**src/rtl/hazard_scoreboard_if.sv**
```systemverilog
// Decode-side bundle for the hazard scoreboard: source/dest fields and pipeline control in,
// stall decision, pending-register bitmap and stall counter out.
interface hazard_scoreboard_if #(
    parameter int CNT_W = 16
);
    logic [3:0]       src1;
    logic [3:0]       src2;
    logic             src1_used;
    logic             src2_used;
    logic [3:0]       dest;
    logic             wb_en;
    logic             freeze;
    logic             flush;
    logic             hazard;
    logic [15:0]      pending;
    logic [CNT_W-1:0] stall_count;

    modport master (
        output src1, src2, src1_used, src2_used, dest, wb_en, freeze, flush,
        input  hazard, pending, stall_count
    );

    modport slave (
        input  src1, src2, src1_used, src2_used, dest, wb_en, freeze, flush,
        output hazard, pending, stall_count
    );
endinterface

```
**src/rtl/hazard_scoreboard.sv**
```systemverilog
// Shadow pipeline of in-flight destinations; hazard is combinational, an insert is visible the next cycle.
// No backpressure of its own: freeze holds the shadow pipeline, hazard/flush insert a bubble.
module hazard_scoreboard #(
    parameter int DEPTH = 3,
    parameter int CNT_W = 16
) (
    input  logic              clk,
    input  logic              rst,
    hazard_scoreboard_if.slave sb
);

    typedef struct packed {
        logic       vld;
        logic [3:0] dest;
    } entry_t;

    entry_t           shadow_q [DEPTH];
    logic [15:0]      pending;
    logic             hazard;
    logic             issue;
    logic [CNT_W-1:0] stall_cnt_q;

    // A register is pending while any valid entry targets it, WB stage included,
    // so match(x) reduces to a lookup in the bitmap.
    always_comb begin
        pending = '0;
        for (int k = 0; k < DEPTH; k++) begin
            if (shadow_q[k].vld) begin
                pending[shadow_q[k].dest] = 1'b1;
            end
        end
    end

    always_comb begin
        hazard = (sb.src1_used & pending[sb.src1]) |
                 (sb.src2_used & pending[sb.src2]);
        issue  = ~hazard & ~sb.flush & ~sb.freeze;
    end

    always_ff @(posedge clk or negedge rst) begin
        if (!rst) begin
            for (int k = 0; k < DEPTH; k++) begin
                shadow_q[k] <= '0;
            end
        end else if (!sb.freeze) begin
            shadow_q[0].vld  <= issue & sb.wb_en;
            shadow_q[0].dest <= sb.dest;
            for (int k = 1; k < DEPTH; k++) begin
                shadow_q[k] <= shadow_q[k-1];
            end
        end
    end

    // Counts every hazard cycle, frozen or not, and sticks at all-ones.
    always_ff @(posedge clk or negedge rst) begin
        if (!rst) begin
            stall_cnt_q <= '0;
        end else if (hazard && (stall_cnt_q != {CNT_W{1'b1}})) begin
            stall_cnt_q <= stall_cnt_q + {{(CNT_W-1){1'b0}}, 1'b1};
        end
    end

    assign sb.hazard      = hazard;
    assign sb.pending     = pending;
    assign sb.stall_count = stall_cnt_q;

endmodule

```
**src/flat_wrapper.sv**
```systemverilog
// flat-port wrapper written by rule: the top's interface ports become plain ports
module hazard_scoreboard_flat 
#(
    parameter int DEPTH = 3,
    parameter int CNT_W = 16
)
  (clk, rst, sb_src1, sb_src2, sb_src1_used, sb_src2_used, sb_dest, sb_wb_en, sb_freeze, sb_flush, sb_hazard, sb_pending, sb_stall_count);
  hazard_scoreboard_if #(.CNT_W(CNT_W)) sb_i ();
  input  logic clk;
  input  logic rst;
  input wire logic [$bits(sb_i.src1)-1:0] sb_src1;
  input wire logic [$bits(sb_i.src2)-1:0] sb_src2;
  input wire logic [$bits(sb_i.src1_used)-1:0] sb_src1_used;
  input wire logic [$bits(sb_i.src2_used)-1:0] sb_src2_used;
  input wire logic [$bits(sb_i.dest)-1:0] sb_dest;
  input wire logic [$bits(sb_i.wb_en)-1:0] sb_wb_en;
  input wire logic [$bits(sb_i.freeze)-1:0] sb_freeze;
  input wire logic [$bits(sb_i.flush)-1:0] sb_flush;
  output wire logic [$bits(sb_i.hazard)-1:0] sb_hazard;
  output wire logic [$bits(sb_i.pending)-1:0] sb_pending;
  output wire logic [$bits(sb_i.stall_count)-1:0] sb_stall_count;
  assign sb_i.src1 = sb_src1;
  assign sb_i.src2 = sb_src2;
  assign sb_i.src1_used = sb_src1_used;
  assign sb_i.src2_used = sb_src2_used;
  assign sb_i.dest = sb_dest;
  assign sb_i.wb_en = sb_wb_en;
  assign sb_i.freeze = sb_freeze;
  assign sb_i.flush = sb_flush;
  assign sb_hazard = sb_i.hazard;
  assign sb_pending = sb_i.pending;
  assign sb_stall_count = sb_i.stall_count;
  hazard_scoreboard #(.DEPTH(DEPTH), .CNT_W(CNT_W)) u_core (.clk(clk), .rst(rst), .sb(sb_i));
endmodule
```
**config.mk**
```make
export PLATFORM = sky130hd
export DESIGN_NAME = hazard_scoreboard_flat
export DESIGN_NICKNAME = d
export VERILOG_FILES = /design/src/rtl/hazard_scoreboard_if.sv /design/src/rtl/hazard_scoreboard.sv /design/src/flat_wrapper.sv
export SDC_FILE = /design/constraint.sdc
export NUM_CORES = 1
export LEC_CHECK = 0
export ABC_CLOCK_PERIOD_IN_PS = 2280
export CAP_MARGIN = 20
export CORE_ASPECT_RATIO = 0.9
export CORE_UTILIZATION = 45
export CTS_CLUSTER_SIZE = 24
export DETAILED_ROUTE_END_ITERATION = 10
export PLACE_DENSITY_LB_ADDON = 0.25
export SYNTH_ARGS = -nofsm -noshare
export SYNTH_HDL_FRONTEND = slang
export SYNTH_SLANG_ARGS = --single-unit
```
**constraint.sdc**
```tcl
create_clock -name clk -period 2.28 [get_ports clk]
set_input_delay 0.228 -clock clk [delete_from_list [all_inputs] [get_ports clk]]
set_output_delay 0.228 -clock clk [all_outputs]
set_load 0.01 [all_outputs]
```
# After elaboration in Yosys (flattened, before gate mapping)
# Cells that the tools add are included.
# Widths: inputs -> output; s select.
# totals
ff_bits	31
in_bits	19
out_inout_bits	33
wordCells	45
# classes
addsub	1
order_cmp	8
n_eq_ne	1
muxes	13
n_bitwise	11
n_reduce_logical	4
# ops
operator	n
$mux 16	3
$or 16x16->16	2
$lt 4x5->1 const B	5
$add 16x1->16 const B	1
$ne 16x16->1 const B	1
$demux 1 s4	3
$ge 4x1->1 const B	3
$bmux 1 s4	2
$and 1x1->1	5
$mux 1	5
$logic_and 1x1->1	4
$not 1->1	3
$or 1x1->1	1

# Longest topological paths before layout
# logic_depth
ltp_word	17
depth_mapped	11
mapped_depth_nobuf	9

# Worst setup path after synthesis
# OpenSTA, ideal clock, no wires.
# synth_timing
kind	register -> register
startpoint	register u_core.shadow_q[10] in the netlist's numbering
endpoint	register u_core.stall_cnt_q[3] (netlist: u_core.sb.stall_count[3])
setup_time_ns	0.129
t_arrival_ns	2.306
t_required_ns	2.151
setup_slack_ns	-0.155
path_stages_with_launch	12
path_buffers	2
period_less_slack_ns	2.435
path_cell_list	dfrtp_1 -> buf_2 -> nand2_1 -> o22a_1 -> o21ai_0 -> mux4_2 -> mux2i_1 -> a32oi_1 -> o32ai_2 -> buf_6 -> nor2_1 -> xor2_1
# synth_between
elab_chain_cells	14
elab_cells_between_ends	18
classes_between	2 x order compare; 9 x mux; 5 x bitwise; 2 x reduce/logical
# synth_rtl
item	line	source
start, declared	hazard_scoreboard.sv:17	entry_t shadow_q [DEPTH];
start signal, assigned by index	hazard_scoreboard.sv:49	shadow_q[k] <= shadow_q[k-1];
$lt 4x5->1 (not written as such) / $ge 4x1->1 (equally long branches)	hazard_scoreboard.sv:29	pending[shadow_q[k].dest] = 1'b1;
$logic_and 1x1->1 (not written as such)	hazard_scoreboard.sv:29	
$mux 1 (not written as such)	hazard_scoreboard.sv:29	
$demux 1 s4 *	n/a	
$mux 16 *	hazard_scoreboard.sv:28	if (shadow_q[k].vld) begin
$or 16x16->16 (no line)	n/a	
$mux 16 *	hazard_scoreboard.sv:28	
$or 16x16->16 (no line)	n/a	
$mux 16 *	hazard_scoreboard.sv:28	
net sb_pending[11]	flat_wrapper.sv:20	output wire logic [$bits(sb_i.pending)-1:0] sb_pending;
$bmux 1 s4 (on tied branches)	hazard_scoreboard.sv:35, hazard_scoreboard.sv:36	
$mux 1 (on tied branches)	hazard_scoreboard.sv:35, hazard_scoreboard.sv:36	
$and 1x1->1 (on tied branches)	hazard_scoreboard.sv:35, hazard_scoreboard.sv:36	
$or 1x1->1 *	hazard_scoreboard.sv:35	hazard = (sb.src1_used & pending[sb.src1]) |
$logic_and 1x1->1 *	hazard_scoreboard.sv:58	end else if (hazard && (stall_cnt_q != {CNT_W{1'b1}})) begin
end signal, assigned	hazard_scoreboard.sv:59	stall_cnt_q <= stall_cnt_q + {{(CNT_W-1){1'b0}}, 1'b1};
end, declared	hazard_scoreboard.sv:21	logic [CNT_W-1:0] stall_cnt_q;
# The timed path passes the listed nets; every way through them passes the cells marked *. The select of a mux whose other input is x is not followed.
# A chain may end at the register's enable or synchronous reset.

# Worst setup path in the final report
# layout_timing
startpoint	register u_core.shadow_q[8] in the netlist's numbering
endpoint	register u_core.stall_cnt_q[1] (netlist: u_core.sb.stall_count[1])
# layout_between
elab_chain_cells	13
elab_cells_between_ends	17
classes_between	2 x order compare; 8 x mux; 5 x bitwise; 2 x reduce/logical
# layout_rtl
item	line
$lt 4x5->1 (not written as such) / $ge 4x1->1 (equally long branches)	hazard_scoreboard.sv:29
$logic_and 1x1->1 (not written as such)	hazard_scoreboard.sv:29
$mux 1 (not written as such)	hazard_scoreboard.sv:29
$demux 1 s4 *	n/a
$or 16x16->16 (no line) *	n/a
$mux 16 *	hazard_scoreboard.sv:28
$or 16x16->16 (no line)	n/a
$mux 16 *	hazard_scoreboard.sv:28
$bmux 1 s4 (on tied branches)	hazard_scoreboard.sv:35, hazard_scoreboard.sv:36
$mux 1 (on tied branches)	hazard_scoreboard.sv:35, hazard_scoreboard.sv:36
$and 1x1->1 (on tied branches)	hazard_scoreboard.sv:35, hazard_scoreboard.sv:36
$or 1x1->1 *	hazard_scoreboard.sv:35
$logic_and 1x1->1 *	hazard_scoreboard.sv:58
# Every way passes the cells marked *; elsewhere a longest branch is shown, timed or not. The select of a mux whose other input is x is not followed.

==> out/summary.txt <==
worst skew pair latency: 0.28 ns
cts bufs inserted: 5
CTS Root Cell: clkbuf_8
Worst IR Drop VDD: 0.6501 mV
CTS Buffer Depth: 2
All-Layer GR Usage: 0.2767
area leader, netlist: dfrtp_1
worst slew pin tran: 0.6600 ns
DP Cell Count: 395
critical path fanouts, max: 7
top-count cell post-synth: dfrtp_1
largest net degree at the start of global routing: 32
CTS Sinks: 31
WP data arrival: 3.08 ns
NumNets Final: 378
worst reg2reg path startpoint: u_core.shadow_q[8]
RSZ-0062 raised after global routing: true
Die X-Extent: 73.44 um
die area: 4869 um^2
Syn Nets: 240
pwr/cell area: 588.8 nW/um^2
routed wire length: 7.296 mm
slowest CP cell: mux4_2
Initial Util: 0.4664
Netlist cell types: 41
ys async rst share: 1.000
H-tree levels: 2
Worst-path clk slew: 0.07 ns
leakage power: 1.804 nW
total congestion overflow: 0
First-pass DRT Iterations: 8
final hold vios: 0
design area: 3707 um^2
Rows: 23
layout cells sized above 1: 0.4819
final worst setup slack: -0.6366 ns
synthesized area: 2067 um^2
DRT antenna net count: 0
startpoint class of the critical path: register
Core Area: 4432 um^2
Top Ports: 52
Final Max Tran Viols: 0
final setup violation count: 19
period utilization: 1.279
Top Layer Used: met4
Yosys reg bits: 31
synthesized area per cell: 9.395 um^2
Placed Area: 3194 um^2
Post-Synthesis Cells: 220
f_max: 342.9 MHz
DR vias/cell: 5.591
post-synthesis sequential area ratio: 0.3753
routed wire length per instance: 17.33 um
synth warn: 0
first-pass GRT wire length: 10.21 mm
DRC viols: 2
IO Port Bufs: 51
M1 WL: 3.069 mm
Synth top cells by count: dfrtp_1 (31), nor2_1 (25), inv_1 (18), mux2_2 (15), nand2_1 (11)
clk_skew: 0.008096 ns
top cell type's share of synthesized area: 0.3753
# Max-Cap Violations: 0
Finished Layout Cells: 421
Primary FF master, synth: dfrtp_1
HP Class: primary input to async pin
drt first-iter violations: 188
dpl ws: -0.6288 ns
run status: complete, but fails checks
WL met2: 3.581 mm
CTS tree: done
required time of the critical path: 2.45 ns
global placement routability congestion: 0.9355
Max-slew headroom: 0.5586
max incr delay on CP: 0.48 ns
Post-synth EDFFs: 0
crit path launch: u_core.shadow_q[8]
metal3 WL: 424 um
initial antenna violation count: 0
Area contributors post-synth: dfrtp_1 (38%), mux2_2 (8.2%), nor2_1 (4.5%)
Final min period: 2.917 ns
Syn-to-layout area delta: 79.36%
DP Wirelength: 4.474 mm
Die Height: 66.30 um
CP Class: register to register
vias in the first global route: 2,142
n_diodes: 0
filler cell count: 260
CP Capture Type: register
routed via count: 2,354
crit-path cells: or3b_4 -> o22ai_1 -> nor2_1 -> mux4_2 -> mux2i_1 -> o32a_2 -> buf_6 -> o32ai_4 -> buf_4 -> mux2_4
violated checks: DRC, setup timing
-- path summary, 6_finish.rpt --
check                                            end  slack (ns)  cells past startpoint
setup reg to reg            u_core.sb.stall_count[1]       -0.64                     10
min in group clk           u_core.sb.stall_count[11]        0.52                      1
hold reg to reg            u_core.sb.stall_count[11]        0.52                      1
max in group asynchronous        u_core.shadow_q[10]        1.62                      2
setup / recovery            u_core.sb.stall_count[1]       -0.64                     10
hold / removal             u_core.sb.stall_count[11]        0.33                      2
-- metal layers --
metal,up-vias,global-route usage
li1,1074,-
met1,1124,0.3624
met2,131,0.4541
met3,25,0.05030
met4,0,0.1010
met5,-,0
-- repair_timing --
item,CTS,global route
pin swaps,13,13
resized for setup,39,39
setup endpoints to repair,26,25
cloned,1,0
setup buffers,6,11
hold buffers,0,0
hold endpoints to repair,0,0
-- registers in the layout, indices dropped and copies added (netlist names) --
| signal | cells |
|---|---|
| u_core.sb.stall_count | 16 |
| u_core.shadow_q | 15 |
-- cell families (layout without fill, tap and decap cells) --
group,Yosys count,in the layout,share of synthesized area
simple gates,83,83,0.2149
compound gates,41,42,0.1459
flops,31,31,0.3753
buf+inv,27,165,0.05448
mux,22,22,0.1398
xor+xnor,15,15,0.06356
fa+ha+maj,1,1,0.006052
-- where the power goes --
| group | switching (mW) | total, mW | internal [mW] |
|---|---|---|---|
| Clock | 0.211 | 0.485 | 0.275 |
| Sequential | 0.0962 | 0.744 | 0.648 |
| Combinational | 0.417 | 0.954 | 0.537 |
-- per-stage QoR --
stage | hold slack (ns) | power [mW] | setup TNS (ns) | utilization
2_1_floorplan | -0.06759 | 1.080 | -1.158 | -
3_3_place_gp | 0.4812 | 1.531 | -6.804 | 0.7208
3_5_place_dp | 0.4899 | 1.554 | -8.575 | 0.7208
4_1_cts | 0.3515 | 2.089 | -6.869 | 0.7829
5_1_grt | 0.3875 | 2.284 | -10.98 | 0.8365
6_report | 0.3323 | 2.183 | -10.12 | 0.8365
-- worst max-delay path: cells and delay by family, from the launching register on --
kind	cells	cell delay, ns
and+or+nand+nor	2	0.54
muxes	3	0.97
buffers and inverters	2	0.29
DFF	1	0.42
AOI/OAI and AO/OA	3	0.58
-- layout make-up --
| class | instances | area (um^2) | share of cell area |
|---|---|---|---|
| clock inverter | 1 | 7.507 | 0.002025 |
| multi-input combinational | 163 | 1504 | 0.4057 |
| tap | 62 | 77.57 | 0.02092 |
| clock buffer | 7 | 96.34 | 0.02599 |
| timing repair buffer | 139 | 1176 | 0.3172 |
| inverter | 18 | 67.56 | 0.01822 |
| sequential | 31 | 778.2 | 0.2099 |
-- cell usage in the layout (no fill, tap or decap), drive strengths merged, types with 4 or more instances in the layout --
cell,count
mux2,15
nor2,25
nand2b,7
xnor2,5
o22ai,9
nand3b,6
xor2,10
nand3,9
clkbuf,8
clkdlybuf4s50,37
o21ai,9
dfrtp,31
or2,5
dlygate4sd2,6
nand2,11
o22a,5
dlymetal6s2s,6
inv,18
buf,89
nor3,11
mux4,4
Power figures use the tool's default switching activity.
